### config.mk
export PLATFORM = sky130hd
export DESIGN_NAME = ls161_timer_ctrl
export DESIGN_NICKNAME = d
export VERILOG_FILES = /design/src/rtl/ls161_timer_ctrl.sv
export SDC_FILE = /design/constraint.sdc
export NUM_CORES = 1
export LEC_CHECK = 0
export CAP_MARGIN = 20
export CORE_ASPECT_RATIO = 2
export CORE_MARGIN = 1.5
export CORE_UTILIZATION = 40
export DETAILED_ROUTE_END_ITERATION = 16
export DONT_BUFFER_PORTS = 1
export PLACE_DENSITY = 0.65
export RECOVER_POWER = 25
export SLEW_MARGIN = 10
export SYNTH_ARGS = -nofsm -noshare
export SYNTH_HDL_FRONTEND = slang
export SYNTH_SLANG_ARGS = --single-unit
### constraint.sdc
create_clock -name clk_i -period 2.62 [get_ports clk_i]
set_input_delay 0.393 -clock clk_i [delete_from_list [all_inputs] [get_ports clk_i]]
set_output_delay 0.393 -clock clk_i [all_outputs]
set_load 0.01 [all_outputs]
### src/rtl/ls161_timer_ctrl.sv
// rtl/ls161_timer_ctrl.sv - sequencer for a cascaded LS161-style counter chain timer
//
// Purpose:
//   Drives sync clear, parallel load, ENP and ENT of a chain of WIDTH/4
//   4-bit synchronous counter slices. It watches the chain's top-slice RCO
//   so the chain acts as a one-shot or periodic programmable timer.
//   All outputs are registered Moore outputs, updated on the same edge as the state.
//
// Ports:
//   clk_i            clock, rising edge
//   clr_ni           asynchronous active-low reset
//   start_i          begin timing (sampled only in IDLE)
//   stop_i           abort from any state; wins over start_i
//   hold_i           pause counting (drops chain_enp_o only)
//   mode_periodic_i  1 = reload and repeat on terminal count, 0 = one-shot
//   preset_i         load value, latched at start
//   max_periods_i    periodic repeat limit, latched at start, 0 = unlimited
//   tc_i             chain RCO from the top slice
//   chain_d_o        parallel data to the chain (latched preset)
//   chain_load_n_o   chain LOAD_n
//   chain_clr_n_o    chain synchronous clear, active low
//   chain_enp_o      chain ENP
//   chain_ent_o      chain ENT
//   busy_o           high in LOAD and RUN
//   tick_o           one-cycle pulse per terminal count
//   done_o           one-cycle pulse at normal completion
//   period_cnt_o     ticks since last start, saturating at 255

module ls161_timer_ctrl #(
  parameter int WIDTH = 8
) (
  input  logic             clk_i,
  input  logic             clr_ni,
  input  logic             start_i,
  input  logic             stop_i,
  input  logic             hold_i,
  input  logic             mode_periodic_i,
  input  logic [WIDTH-1:0] preset_i,
  input  logic [7:0]       max_periods_i,
  input  logic             tc_i,
  output logic [WIDTH-1:0] chain_d_o,
  output logic             chain_load_n_o,
  output logic             chain_clr_n_o,
  output logic             chain_enp_o,
  output logic             chain_ent_o,
  output logic             busy_o,
  output logic             tick_o,
  output logic             done_o,
  output logic [7:0]       period_cnt_o
);

  typedef enum logic [1:0] {
    S_CLEAR = 2'd0,
    S_IDLE  = 2'd1,
    S_LOAD  = 2'd2,
    S_RUN   = 2'd3
  } state_e;

  state_e           state_q;
  logic [WIDTH-1:0] chain_d_q;
  logic             load_n_q;
  logic             clr_n_q;
  logic             enp_q;
  logic             ent_q;
  logic             busy_q;
  logic             tick_q;
  logic             done_q;
  logic [7:0]       period_cnt_q;
  logic [7:0]       max_periods_q;
  logic             periodic_q;

  // Unsaturated increment kept 9 bits wide so the repeat-limit compare
  // never wraps when period_cnt is already at 255.
  logic [8:0] cnt_plus1_d;
  logic [7:0] cnt_sat_d;
  logic       reload_d;

  assign cnt_plus1_d = {1'b0, period_cnt_q} + 9'd1;
  assign cnt_sat_d   = cnt_plus1_d[8] ? 8'hFF : cnt_plus1_d[7:0];
  assign reload_d    = periodic_q &&
                       ((max_periods_q == 8'd0) || (cnt_plus1_d < {1'b0, max_periods_q}));

  always_ff @(posedge clk_i or negedge clr_ni) begin
    if (!clr_ni) begin
      state_q       <= S_CLEAR;
      chain_d_q     <= '0;
      load_n_q      <= 1'b1;
      clr_n_q       <= 1'b0;
      enp_q         <= 1'b0;
      ent_q         <= 1'b0;
      busy_q        <= 1'b0;
      tick_q        <= 1'b0;
      done_q        <= 1'b0;
      period_cnt_q  <= 8'd0;
      max_periods_q <= 8'd0;
      periodic_q    <= 1'b0;
    end else begin
      // Pulses default low; only the RUN terminal-count branch raises them.
      tick_q <= 1'b0;
      done_q <= 1'b0;

      if (stop_i) begin
        // Abort: clear the chain for as long as stop is held; period_cnt is kept.
        state_q  <= S_CLEAR;
        clr_n_q  <= 1'b0;
        load_n_q <= 1'b1;
        enp_q    <= 1'b0;
        ent_q    <= 1'b0;
        busy_q   <= 1'b0;
      end else begin
        case (state_q)
          S_CLEAR: begin
            state_q  <= S_IDLE;
            clr_n_q  <= 1'b1;
            load_n_q <= 1'b1;
            enp_q    <= 1'b0;
            ent_q    <= 1'b0;
            busy_q   <= 1'b0;
          end

          S_IDLE: begin
            clr_n_q  <= 1'b1;
            load_n_q <= 1'b1;
            enp_q    <= 1'b0;
            ent_q    <= 1'b0;
            busy_q   <= 1'b0;
            if (start_i) begin
              state_q       <= S_LOAD;
              load_n_q      <= 1'b0;
              busy_q        <= 1'b1;
              chain_d_q     <= preset_i;
              max_periods_q <= max_periods_i;
              periodic_q    <= mode_periodic_i;
              period_cnt_q  <= 8'd0;
            end
          end

          S_LOAD: begin
            // The chain takes chain_d on this edge; counting starts from the next.
            state_q  <= S_RUN;
            clr_n_q  <= 1'b1;
            load_n_q <= 1'b1;
            ent_q    <= 1'b1;
            enp_q    <= ~hold_i;
            busy_q   <= 1'b1;
          end

          S_RUN: begin
            clr_n_q  <= 1'b1;
            load_n_q <= 1'b1;
            ent_q    <= 1'b1;
            enp_q    <= ~hold_i;
            busy_q   <= 1'b1;
            // RCO is only honoured while the chain is actually counting.
            if (tc_i && !hold_i) begin
              tick_q       <= 1'b1;
              period_cnt_q <= cnt_sat_d;
              enp_q        <= 1'b0;
              ent_q        <= 1'b0;
              if (reload_d) begin
                state_q  <= S_LOAD;
                load_n_q <= 1'b0;
              end else begin
                state_q <= S_IDLE;
                done_q  <= 1'b1;
                busy_q  <= 1'b0;
              end
            end
          end

          default: begin
            state_q  <= S_CLEAR;
            clr_n_q  <= 1'b0;
            load_n_q <= 1'b1;
            enp_q    <= 1'b0;
            ent_q    <= 1'b0;
            busy_q   <= 1'b0;
          end
        endcase
      end
    end
  end

  assign chain_d_o      = chain_d_q;
  assign chain_load_n_o = load_n_q;
  assign chain_clr_n_o  = clr_n_q;
  assign chain_enp_o    = enp_q;
  assign chain_ent_o    = ent_q;
  assign busy_o         = busy_q;
  assign tick_o         = tick_q;
  assign done_o         = done_q;
  assign period_cnt_o   = period_cnt_q;

endmodule

# After elaboration in Yosys (flattened, before gate mapping)
# Index checks and enable logic that the tools add are counted.
# Widths: inputs -> output; s select.
# classes
addsub	1
n_lt_le_gt_ge	1
n_eq_ne	7
muxes	33
bitwise	2
n_reduce_logical	13
# op_table
operator	n
$mux 8	3
$mux 1	20
$pmux 8 s2	1
$add 8x1->9 const B	1
$lt 9x8->1	1
$pmux 1 s3	3
$logic_not 8->1	1
$mux 2	4
$pmux 2 s4	1
$ne 3x3->1 const B	2
$eq 2x2->1 const B	2
$ne 2x2->1 const B	2
$pmux 1 s4	1
$reduce_and 4->1	1
$reduce_or 2->1	2
$reduce_or 4->1	1
$reduce_and 3->1	1
$eq 2x1->1 const B	1
$logic_and 1x1->1	2
$logic_not 2->1	1
$not 1->1	2
$reduce_and 2->1	1
$reduce_bool 2->1	1
$logic_not 1->1	1
$logic_or 1x1->1	1
# totals
reg_bits	34
input_bits	23
out_inout_bits	23
wordCells	69

# Depth between registers and ports, before layout
# logic_depth
ltp_word	8
depth_mapped	11
depth_no_buf	10

# Worst setup path before layout
# No wires, ideal clock.
# synth_path
path_type	flip-flop to flip-flop
start	register period_cnt_q[0] (netlist: period_cnt_o[0])
end	register busy_q (netlist: busy_o)
setup_time_ps	119
arrival_ps	2285
required_time_ps	2501
slack_ps	216
stages_incl_launch_ff	11
n_path_buf	1
period_less_slack_ps	2404
path_cell_list	dfrtp_1 and3_1 buf_6 and3_2 xor2_1 ha_1 nand3_2 a2111oi_4 o41ai_2 and3_4 o21a_1
# synth_between
elab_chain_cells	8
# synth_lines
item	line	rtl
from (decl)	68	logic [7:0] period_cnt_q;
from (signal assigned)	157	period_cnt_q <= cnt_sat_d;
$add 8x1->9	78	assign cnt_plus1_d = {1'b0, period_cnt_q} + 9'd1;
$lt 9x8->1	81	((max_periods_q == 8'd0) || (cnt_plus1_d < {1'b0, max_periods_q}));
$logic_or 1x1->1	81	
$logic_and 1x1->1	80	assign reload_d = periodic_q &&
$mux 1	160	if (reload_d) begin
$mux 1	155	if (tc_i && !hold_i) begin
$pmux 1 s4	111	case (state_q)
$mux 1	102	if (stop_i) begin
to (signal assigned)	109	busy_q <= 1'b0;
to (signal assigned)	153	busy_q <= 1'b1;
to (signal assigned)	166	busy_q <= 1'b0;
to (decl)	65	logic busy_q;
# No other way between the ends.
# A chain may end at the register's enable or synchronous reset.

# Worst setup path after layout
# Ends and elaborated chain as after synthesis.

==> summary.md <==
| Metric | Value |
|---|---|
| Status | finished with violations |
| Violated checks | max-capacitance violations, max-slew violations |
| Postcts setup bufs | 0 |
| Area enclosed by the die boundary | 0.00469 mm^2 |
| Number of rows in the core area | 33 |
| Final #Nets | 196 |
| Vert. Die Dim | 95.3 um |
| Power density over the cells | 656 mW/mm^2 |
| Finished Core Util | 46.0% |
| Area of the multi-input gates | 792 um^2 |
| Maximum count of clock buffers along a single path | 2 |
| Shortest clock period the worst path allows after layout | 2.46 ns |
| Ant. Diodes | 0 |
| Vias per cell | 5.37 |
| Sinks on Clock Net | 34 |
| Top cell type by total area after synthesis | dfrtp_1 |
| Global-route wire length before repair | 5980 um |
| Dominant synthesized flop cell | dfrtp_1 |
| Post-detail-place hpwl | 2680 um |
| Yosys reg bits | 34 |
| Placeable core region | 0.00409 mm^2 |
| Lkg Pwr | 0.000866 uW |
| Aggregate negative setup slack | 0 ns |
| Post-route cell area | 0.00188 mm^2 |
| Path type of the worst setup path | flip-flop to flip-flop |
| Clock Root Buffer | clkbuf_8 |
| Setup repair after global routing missed its margin | no |
| Depth of the worst hold-timing path | 1 |
| Cell area after synthesis | 0.00171 mm^2 |
| Synth-to-Final Area Change | 10.3% |
| EDFF count, synth | 0 |
| Setup-violating endpoint count in the final report | 0 |
| Worst-margin pin slew | 1.51 ns |
| Routed wire length | 3540 um |
| Worst-path clk slew | 0.07 ns |
| CTS tree | done |
| Maximum clock rate | 406 MHz |
| Uppermost layer routed | met4 |
| Synthesized net count | 188 |
| Wire length the detailed router placed on met1 | 1310 um |
| Worst clock skew | 0.00252 ns |
| Largest net degree at the start of global routing | 35 |
| Max-cap violations | 1 |
| Total iterations of the first detailed-routing run | 4 |
| Data arrival, critical path | 2.64 ns |
| Maximum vdd drop | 0.348 mV |
| GRT Total Usage | 16.8% |
| I/O Pins | 46 |
| Reg2reg path depth | 9 |
| Placed Area | 0.00176 mm^2 |
| Final Hold Viols | 0 |
| Overall power consumption | 1230 uW |
| Critical path data required time | 2.79 ns |
| Top cell type's share of synthesized area | 48.4% |
| Gate Count Post-Synth | 157 |
| Maximum fanout along the worst path | 5 |
| Initial detailed-routing violation count | 16 |
| Met2 WL post-DR | 2000 um |
| Number of distinct library cells after synthesis | 41 |
| Startpoint Class | flip-flop |
| Initial antenna violation count | 0 |
| Number of standard cells in the layout, taps in and fillers out | 218 |
| Max H-tree Level | 2 |
| Number of placed cells counting well taps | 208 |
| Proportion of register bits with asynchronous set or reset after synthesis | 100% |
| Sequential-to-total area share from yosys stat | 50.0% |
| Via count of the first global-routing pass | 1277 |
| Routability congestion estimate from global placement | 0.894 |
| Yosys warns | 0 |
| Via count | 1171 |
| Final number of max-transition violations | 35 |
| Average wire length per cell after detail routing | 16.3 um |
| Remaining DRCs | 0 |
| Crit. End Element | flip-flop |
| Number of filler cells placed in the layout | 376 |
| Relative max-transition margin | -0.573% |
| Clock network latency to the later pin of the worst-skew pair | 0.28 ns |
| Final critical-path share of the clock period | 94.1% |
| Die X | 49.2 um |
| IO buf count | 0 |
| Met3 wire length | 117 um |
| GRT Residual Overflow | 0 |
| HP Class | input port to flip-flop |
| Layout cells sized above 1 | 17.5% |
| Synthesized area per cell | 10.9 um^2 |
| TritonCTS Buffers | 5 |
| Antenna-violating nets left | 0 |
| Flip-flop and latch area | 853 um^2 |
| Effective utilization at floorplan | 41.7% |
| Area contributors post-synth | dfrtp_1 48%, mux2_1 6.6%, ha_1 5.9% |
| Top-count cell post-synth | dfrtp_1 |
| Most frequent cells after synthesis | 33 x dfrtp_1, 21 x nand2_1, 12 x o21ai_1 |
layout make-up:
class	count	area share, %
Clock buffer	7	4.59
Clock inverter	1	0.266
Inverter	11	2.20
Multi-Input combinational cell	109	42.1
Sequential cell	34	45.4
Tap cell	52	3.46
Timing Repair Buffer	4	2.00
power breakdown:
group,leakage (uW),switching (uW),internal (uW),total (uW)
Combinational,0.000387,101,77.7,179
Sequential,0.000431,68.7,599,668
Clock,0.0000482,176,212,387
Total,0.000866,346,888,1230
kinds of logic after synthesis:
group / share of synthesized area [%]
flops: 50.0
xor+xnor: 3.08
compound gates: 15.3
simple gates: 15.3
fa+ha+maj: 5.87
buf+inv: 3.81
mux: 6.60
repair_timing:
| item | in CTS | in global routing |
|---|---|---|
| setup endpoints to repair | 0 | 5 |
| gates resized for setup | 0 | 3 |
| endpoints found under the hold margin | 34 | 0 |
| hold buffers | 2 | 0 |
metrics by stage:
step                      hold slack, ns  setup WS [ns]
after global routing               0.174         0.0273
final                              0.175          0.156
after CTS                          0.169          0.113
after detailed placement          0.0983          0.139
after global placement            0.0982          0.225
after floorplan                   0.0974          0.216
critical path, stage by stage (launching register included):
cell       delay (ns)
dfrtp_2          0.45
and3_2           0.27
and3_2           0.25
xor2_1           0.16
ha_1             0.32
nand3_2          0.11
a2111oi_4        0.34
o41ai_2          0.11
and3_4           0.19
o21a_1           0.16
worst paths after layout:
kind                       slack [ns]         endpoint            start
max in group asynchronous        0.48  period_cnt_o[0]           clr_ni
min reg2reg                      0.51      chain_enp_o       state_q[0]
min in group asynchronous        1.15  period_cnt_o[7]           clr_ni
min                              0.18      chain_enp_o           hold_i
max                              0.16           busy_o  period_cnt_o[0]
max reg2reg                      0.16           busy_o  period_cnt_o[0]
layout by cell type (no fill, tap or decap), types with 2 or more instances in the layout:
cell / instances
a21o_1: 2
a31o_1: 2
and3_2: 2
xnor2_1: 2
a21oi_2: 2
inv_1: 10
mux2_1: 10
buf_4: 2
a21oi_1: 10
nor2_1: 6
o21a_1: 2
nand3_2: 2
o21ai_0: 4
nor2_2: 2
o21ai_1: 12
nand2_1: 21
nor4_1: 2
xor2_1: 4
dfrtp_1: 32
clkbuf_8: 6
ha_1: 7
layer usage:
metal | vias up | global-route usage [%]
met2 | 35 | 30.6
met4 | 0 | 10.2
met5 | - | 0
met3 | 9 | 3.13
li1 | 559 | -
met1 | 568 | 17.5
state kept, by name, indices dropped and copies added, names as in the netlist:
signal          cells
busy_o              1
chain_clr_n_o       1
chain_d_o           8
chain_enp_o         1
chain_ent_o         1
chain_load_n_o      1
done_o              1
max_periods_q       8
period_cnt_o        8
periodic_q          1
state_q             2
tick_o              1
No activity file was read; power rests on OpenSTA's default activity.
